==> config.mk <==
export PLATFORM = sky130hd
export DESIGN_NAME = boot_loader
export DESIGN_NICKNAME = d
export VERILOG_FILES = /design/src/rtl/boot_pkg.sv /design/src/rtl/boot_byte_seq.sv /design/src/rtl/boot_loader.sv
export SDC_FILE = /design/constraint.sdc
export NUM_CORES = 1
export LEC_CHECK = 0
export ABC_AREA = 1
export CORE_UTILIZATION = 50
export DETAILED_ROUTE_END_ITERATION = 10
export GPL_ROUTABILITY_DRIVEN = 0
export PLACE_DENSITY_LB_ADDON = 0.3
export RECOVER_POWER = 50
export SYNTH_ARGS = -nofsm -noshare
export SYNTH_HDL_FRONTEND = slang
export SYNTH_HIERARCHICAL = 1
export SYNTH_SLANG_ARGS = --single-unit
export TNS_END_PERCENT = 20
==> constraint.sdc <==
create_clock -name clk -period 6.8 [get_ports clk]
set_input_delay 1.36 -clock clk [delete_from_list [all_inputs] [get_ports clk]]
set_output_delay 1.36 -clock clk [all_outputs]
set_load 0.03 [all_outputs]
==> src/rtl/boot_pkg.sv <==
`default_nettype none
// boot_pkg: FSM states, SPI opcode and error codes shared by the flash boot loader.
// Rev 1.0
package boot_pkg;

  typedef enum logic [2:0] {
    ST_IDLE  = 3'd0,
    ST_CMD   = 3'd1,
    ST_ADDR  = 3'd2,
    ST_HDR   = 3'd3,
    ST_DATA  = 3'd4,
    ST_WRITE = 3'd5,
    ST_DONE  = 3'd6,
    ST_ERROR = 3'd7
  } boot_state_e;

  localparam logic [7:0] SPI_CMD_READ = 8'h03;

  localparam logic [1:0] ERR_NONE    = 2'd0;
  localparam logic [1:0] ERR_TIMEOUT = 2'd1;
  localparam logic [1:0] ERR_LEN     = 2'd2;

endpackage
`default_nettype wire

==> src/rtl/boot_byte_seq.sv <==
`default_nettype none
// boot_byte_seq: one-byte ISSUE/WAIT handshake towards the SPI byte engine, with per-byte timeout.
// Rev 1.0
module boot_byte_seq
  import boot_pkg::*;
#(
  parameter int unsigned TIMEOUT_CYC = 65535
) (
  input  logic       clk,
  input  logic       reset,
  input  logic       byte_req,
  input  logic [7:0] tx_byte,
  output logic       byte_ok,
  output logic       byte_timeout,
  output logic       spi_start_o,
  output logic [7:0] spi_tx_o,
  input  logic       spi_done_i
);

  logic        waiting;
  logic [31:0] wait_cnt;
  logic        limit_hit;

  assign spi_start_o  = byte_req && !waiting;
  assign spi_tx_o     = spi_start_o ? tx_byte : 8'h00;
  assign byte_ok      = waiting && spi_done_i;
  // A done arriving on the limit cycle wins over the timeout.
  assign limit_hit    = (TIMEOUT_CYC != 0) && (wait_cnt == TIMEOUT_CYC - 1);
  assign byte_timeout = waiting && !spi_done_i && limit_hit;

  always_ff @(posedge clk) begin
    if (reset) begin
      waiting  <= 1'b0;
      wait_cnt <= '0;
    end else if (spi_start_o) begin
      waiting  <= 1'b1;
      wait_cnt <= '0;
    end else if (waiting) begin
      if (byte_ok || byte_timeout) begin
        waiting <= 1'b0;
      end
      wait_cnt <= wait_cnt + 32'd1;
    end
  end

endmodule
`default_nettype wire

==> src/rtl/boot_loader.sv <==
`default_nettype none
// boot_loader: reads a flash image over SPI into on-chip memory, then releases the cores.
// Rev 1.0
module boot_loader #(
  parameter int          FLASH_ADDR_BYTES = 3,
  parameter logic [31:0] FLASH_BOOT_ADDR  = 32'h0000_0000,
  parameter int          MEM_ADDR_W       = 32,
  parameter logic [31:0] MEM_BASE         = 32'h0000_0000,
  parameter int          MAX_WORDS        = 1024,
  parameter bit          USE_HEADER       = 1'b1,
  parameter int unsigned TIMEOUT_CYC      = 65535
) (
  input  logic                  clk,
  input  logic                  reset,
  output logic                  spi_start_o,
  output logic [7:0]            spi_tx_o,
  input  logic [7:0]            spi_rx_i,
  input  logic                  spi_done_i,
  output logic                  spi_cs_n_o,
  output logic                  mem_valid_o,
  output logic [MEM_ADDR_W-1:0] mem_addr_o,
  output logic [31:0]           mem_wdata_o,
  input  logic                  mem_ready_i,
  output logic                  cores_run_o,
  output logic                  boot_err_o,
  output logic [1:0]            err_code_o
);
  import boot_pkg::*;

  localparam int               CNT_W = $clog2(MAX_WORDS + 1);
  localparam logic [CNT_W-1:0] MAX_N = CNT_W'(MAX_WORDS);

  boot_state_e           state;
  logic [1:0]            byte_idx;
  logic [31:0]           shift_word;
  logic [CNT_W-1:0]      num_words;
  logic [CNT_W-1:0]      word_cnt;
  logic [CNT_W-1:0]      num_total;
  logic [MEM_ADDR_W-1:0] wr_addr;
  logic [1:0]            err_code;
  logic                  byte_req;
  logic                  byte_ok;
  logic                  byte_timeout;
  logic [7:0]            tx_byte;
  logic [31:0]           rx_word;
  logic [31:0]           boot_addr;
  logic [1:0]            addr_sel;
  logic                  last_addr;
  logic                  bad_len;

  boot_byte_seq #(
    .TIMEOUT_CYC (TIMEOUT_CYC)
  ) u_byte_seq (
    .clk          (clk),
    .reset        (reset),
    .byte_req     (byte_req),
    .tx_byte      (tx_byte),
    .byte_ok      (byte_ok),
    .byte_timeout (byte_timeout),
    .spi_start_o  (spi_start_o),
    .spi_tx_o     (spi_tx_o),
    .spi_done_i   (spi_done_i)
  );

  // Bytes arrive LSB first, so each new byte shifts in at the top.
  assign rx_word   = {spi_rx_i, shift_word[31:8]};
  assign byte_req  = state inside {ST_CMD, ST_ADDR, ST_HDR, ST_DATA};
  assign boot_addr = FLASH_BOOT_ADDR;
  assign addr_sel  = 2'(FLASH_ADDR_BYTES - 1 - int'(byte_idx));
  assign last_addr = (int'(byte_idx) == FLASH_ADDR_BYTES - 1);
  assign bad_len   = (rx_word == 32'd0) || (rx_word > 32'(MAX_WORDS));
  assign num_total = USE_HEADER ? num_words : MAX_N;

  always_comb begin
    tx_byte = 8'h00;
    case (state)
      ST_CMD:  tx_byte = SPI_CMD_READ;
      ST_ADDR: tx_byte = boot_addr[{addr_sel, 3'b000} +: 8];
      default: tx_byte = 8'h00;
    endcase
  end

  always_ff @(posedge clk) begin
    if (reset) begin
      state      <= ST_IDLE;
      byte_idx   <= '0;
      shift_word <= '0;
      num_words  <= '0;
      word_cnt   <= '0;
      wr_addr    <= MEM_ADDR_W'(MEM_BASE);
      err_code   <= ERR_NONE;
    end else if (byte_timeout) begin
      state    <= ST_ERROR;
      err_code <= ERR_TIMEOUT;
    end else begin
      case (state)
        ST_IDLE: state <= ST_CMD;
        ST_CMD: begin
          if (byte_ok) begin
            state    <= ST_ADDR;
            byte_idx <= '0;
          end
        end
        ST_ADDR: begin
          if (byte_ok) begin
            byte_idx <= byte_idx + 2'd1;
            if (last_addr) begin
              byte_idx <= '0;
              state    <= USE_HEADER ? ST_HDR : ST_DATA;
            end
          end
        end
        ST_HDR: begin
          if (byte_ok) begin
            shift_word <= rx_word;
            byte_idx   <= byte_idx + 2'd1;
            if (byte_idx == 2'd3) begin
              if (bad_len) begin
                state    <= ST_ERROR;
                err_code <= ERR_LEN;
              end else begin
                num_words <= CNT_W'(rx_word);
                state     <= ST_DATA;
              end
            end
          end
        end
        ST_DATA: begin
          if (byte_ok) begin
            shift_word <= rx_word;
            byte_idx   <= byte_idx + 2'd1;
            if (byte_idx == 2'd3) begin
              state <= ST_WRITE;
            end
          end
        end
        ST_WRITE: begin
          if (mem_ready_i) begin
            word_cnt <= word_cnt + 1'b1;
            wr_addr  <= wr_addr + MEM_ADDR_W'(4);
            state    <= (word_cnt + 1'b1 == num_total) ? ST_DONE : ST_DATA;
          end
        end
        default: state <= state;
      endcase
    end
  end

  assign spi_cs_n_o  = !(state inside {ST_CMD, ST_ADDR, ST_HDR, ST_DATA, ST_WRITE});
  assign mem_valid_o = (state == ST_WRITE);
  assign mem_addr_o  = mem_valid_o ? wr_addr : '0;
  assign mem_wdata_o = mem_valid_o ? shift_word : 32'd0;
  assign cores_run_o = (state == ST_DONE);
  assign boot_err_o  = (state == ST_ERROR);
  assign err_code_o  = err_code;

endmodule
`default_nettype wire

==> summary.txt <==
Setup path
  • CP Data Required Time: 7.15 ns
  • Worst R2R Start: u_byte_seq/wait_cnt[0]
  • Critical Path Start Type: primary input
  • Worst Path Max Fanout: 73
  • Critical Path Sink Type: flop
  • Worst Setup SP: reset
  • Critical Path AT: 5.04 ns
  • FF-to-FF setup slack: 2.80 ns
  • WS Path Type: primary input to flop

Clocking
  • Clock-pin slew on the worst setup and hold paths: 0.06 ns
  • CTS root buffer: clkbuf_16
  • CTS Hold Bufs: 0
  • Later-pin clock latency in the skew report: 0.43 ns
  • CTS max path bufs: 2
  • Clk sinks: 124
  • Setup bufs post-CTS: 0
  • CTS H-tree depth: 4
  • CTS tree: done
  • Count of cells resized by post-cts repair: 0
  • Cts bufs inserted: 17

Yosys
  • Avg Synthesized Cell Area: 6.431 sq um
  • Sequential area share after synthesis: 36.01%
  • Warnings from Yosys: 6
  • Library cells used by synthesis: 45
  • Synthesized flop and latch total: 124
  • Number of synthesized flops with an enable pin: 0
  • Prevailing post-synth register cell: dfxtp_1
  • Syn Std Cell Area: 6894 sq um
  • Ys async rst share: 0%
  • Mapped Cells: 1072

Place
  • Placed insts: 1308
  • Dpl hpwl: 11110 um
  • # port buffers: 82
  • Dpl cell area: 7831 sq um

Detailed routing
  • Drc violations: 0
  • Via count: 6669
  • Pre-antenna DRT Iters: 5
  • Drt wl/cell: 11.83 um
  • Routed Antenna Nets: 0
  • Final WL: 15850 um
  • Vias per cell: 4.977
  • Iteration-0 DRC count of the detailed router: 401

Global routing
  • Gr ovfl total: 0
  • Total track usage: 23.41%
  • Vias in the first global route: 5931
  • Largest net degree at the start of global routing: 74
  • First-pass GRT wire length: 27140 um
  • Initial antenna violation count: 0

STA
  • Fmax: 213.0 MHz
  • Final period util: 69.03%
  • Final-report setup violation count: 0
  • Setup TNS: 0 ns
  • Final hold viol count: 0
  • Final min period: 4.694 ns
  • Slew headroom: -79.14%
  • RSZ-0062 raised after global routing: no
  • Setup Skew: 0.009207 ns
  • Hold_ws: 0.4592 ns
  • Max-slew violation count: 100
  • Least-Margin Pin Slew: 2.687 ns

Die
  • Die W: 119.4 um
  • Core Box Area: 13350 sq um
  • Total die area: 14260 sq um
  • Initial Utilization: 51.65%
  • Row cnt: 42
  • I/O pin count: 91
  • Die Span Y: 119.4 um

Finish
  • Layout cell share with drive strength beyond 1: 6.615%
  • Final layout net count: 1172
  • Area growth syn-to-layout: 21.56%
  • Inserted Diodes: 0
  • Final std cells w/o fill: 1340
  • Final instance area: 8381 sq um

Run status
  • Status: finished with violations
  • Violated checks: capacitance limit, slew limit

Power and ir drop
  • Max VDD drop: 0.1806 mV
  • Tot Pwr: 0.001941 W
  • Pwr Density: 231.6 nW/um^2
  • Leak pwr: 3.220 nW

Hold path
  • Min-delay worst type: flop to flop
  • HP Start: shift_word[4]

Flow run
  • Max-Cap Viols: 2
## synth_stat cells, types with 4 or more instances
master | number | area, sq um
buf_4 | 4 | 30.03
inv_2 | 7 | 26.28
o21ai_1 | 4 | 20.02
nor4_1 | 10 | 62.56
inv_1 | 180 | 675.7
nand2_1 | 179 | 671.9
ha_1 | 9 | 112.6
clkbuf_1 | 15 | 56.30
nor2_4 | 9 | 101.4
nand2_2 | 7 | 43.79
o21ai_0 | 77 | 385.4
dfxtp_1 | 124 | 2482
nand4_1 | 22 | 137.6
a21oi_1 | 86 | 430.4
nand3_2 | 4 | 40.04
xor2_1 | 6 | 52.55
buf_1 | 7 | 26.28
nor2_1 | 188 | 705.7
nor3_2 | 5 | 50.05
nand3_1 | 63 | 315.3
nor3_1 | 19 | 95.09
buf_2 | 4 | 20.02
nor2_2 | 10 | 62.56
## power breakdown
| group | total (W) | switching [W] | internal [W] |
|---|---|---|---|
| Clock | 0.000882 | 0.000368 | 0.000515 |
| Combinational | 0.000295 | 0.000206 | 0.0000892 |
| Sequential | 0.000763 | 0.0000219 | 0.000741 |
| Total | 0.00194 | 0.000596 | 0.00135 |
## final cells by class
type,count,area (sq um)
Multi-Input combinational cell,733,3546
Timing Repair Buffer,86,843.3
Clock buffer,17,425.4
Sequential cell,124,2482
Fill cell,1238,4967
Clock inverter,15,153.9
Tap cell,176,220.2
Inverter,189,709.4
## sequential cells by signal (all words and copies together), names as in the netlist
name,count
u_byte_seq/waiting,1
byte_idx,2
u_byte_seq/wait_cnt,32
err_code_o,2
state,3
wr_addr,30
num_total,11
word_cnt,11
shift_word,32
## critical path: stages
cell	delay (ns)
dlygate4sd3_1	0.53
clkbuf_1	0.46
clkinv_1	0.13
clkbuf_1	1.91
o21ai_0	0.34
a31oi_1	0.27
## logic make-up (layout without fill, tap and decap cells)
logic type / Yosys count / count (layout) / synth area share (%)
buffers and inverters: 222 / 307 / 12.61
and+or+nand+nor: 525 / 525 / 34.77
AOI/OAI and AO/OA: 182 / 182 / 13.78
other: 1 / 8 / 0.05439
adders and majority gates: 9 / 9 / 1.633
xor gates and xnor gates: 9 / 9 / 1.143
DFF: 124 / 124 / 36.01
## path summary, 6_finish.rpt
check                                endpoint  cells after the start
worst max-delay path              byte_idx[0]                      6
worst min-delay path            shift_word[4]                      2
worst min register to register  shift_word[4]                      2
worst max register to register    wr_addr[29]                     17
## through the flow
step           worst slack, ns  utilization, %
6_report                 2.106           62.79
5_1_grt                  1.690           62.79
4_1_cts                  2.873           63.01
3_5_place_dp             2.954           58.67
3_3_place_gp             3.064           58.67
2_1_floorplan            3.985               -
## layout by cell type, fill, tap and decap left out, drive strengths merged, types with 5 or more instances in the layout
cell type,Yosys,routed
xor2,6,6
a21oi,86,86
dlygate4sd3,0,5
dfxtp,124,124
nand3,67,67
clkbuf,16,19
conb,1,8
inv,187,194
clkdlybuf4s50,0,77
nand4,22,22
nor3,25,25
o21ai,81,81
nor2,209,209
clkinv,2,6
nand2,189,189
ha,9,9
nor4,10,10
## routing by layer
layer / track usage [%] / vias to the layer above / part of all wire (%)
met5: 0 / - / 0
met4: 9.531 / 0 / 1.8
li1: - / 3558 / -
met3: 5.556 / 20 / 4.0
met1: 29.61 / 2978 / 47
met2: 38.19 / 113 / 48
Power figures use the tool's default switching activity.
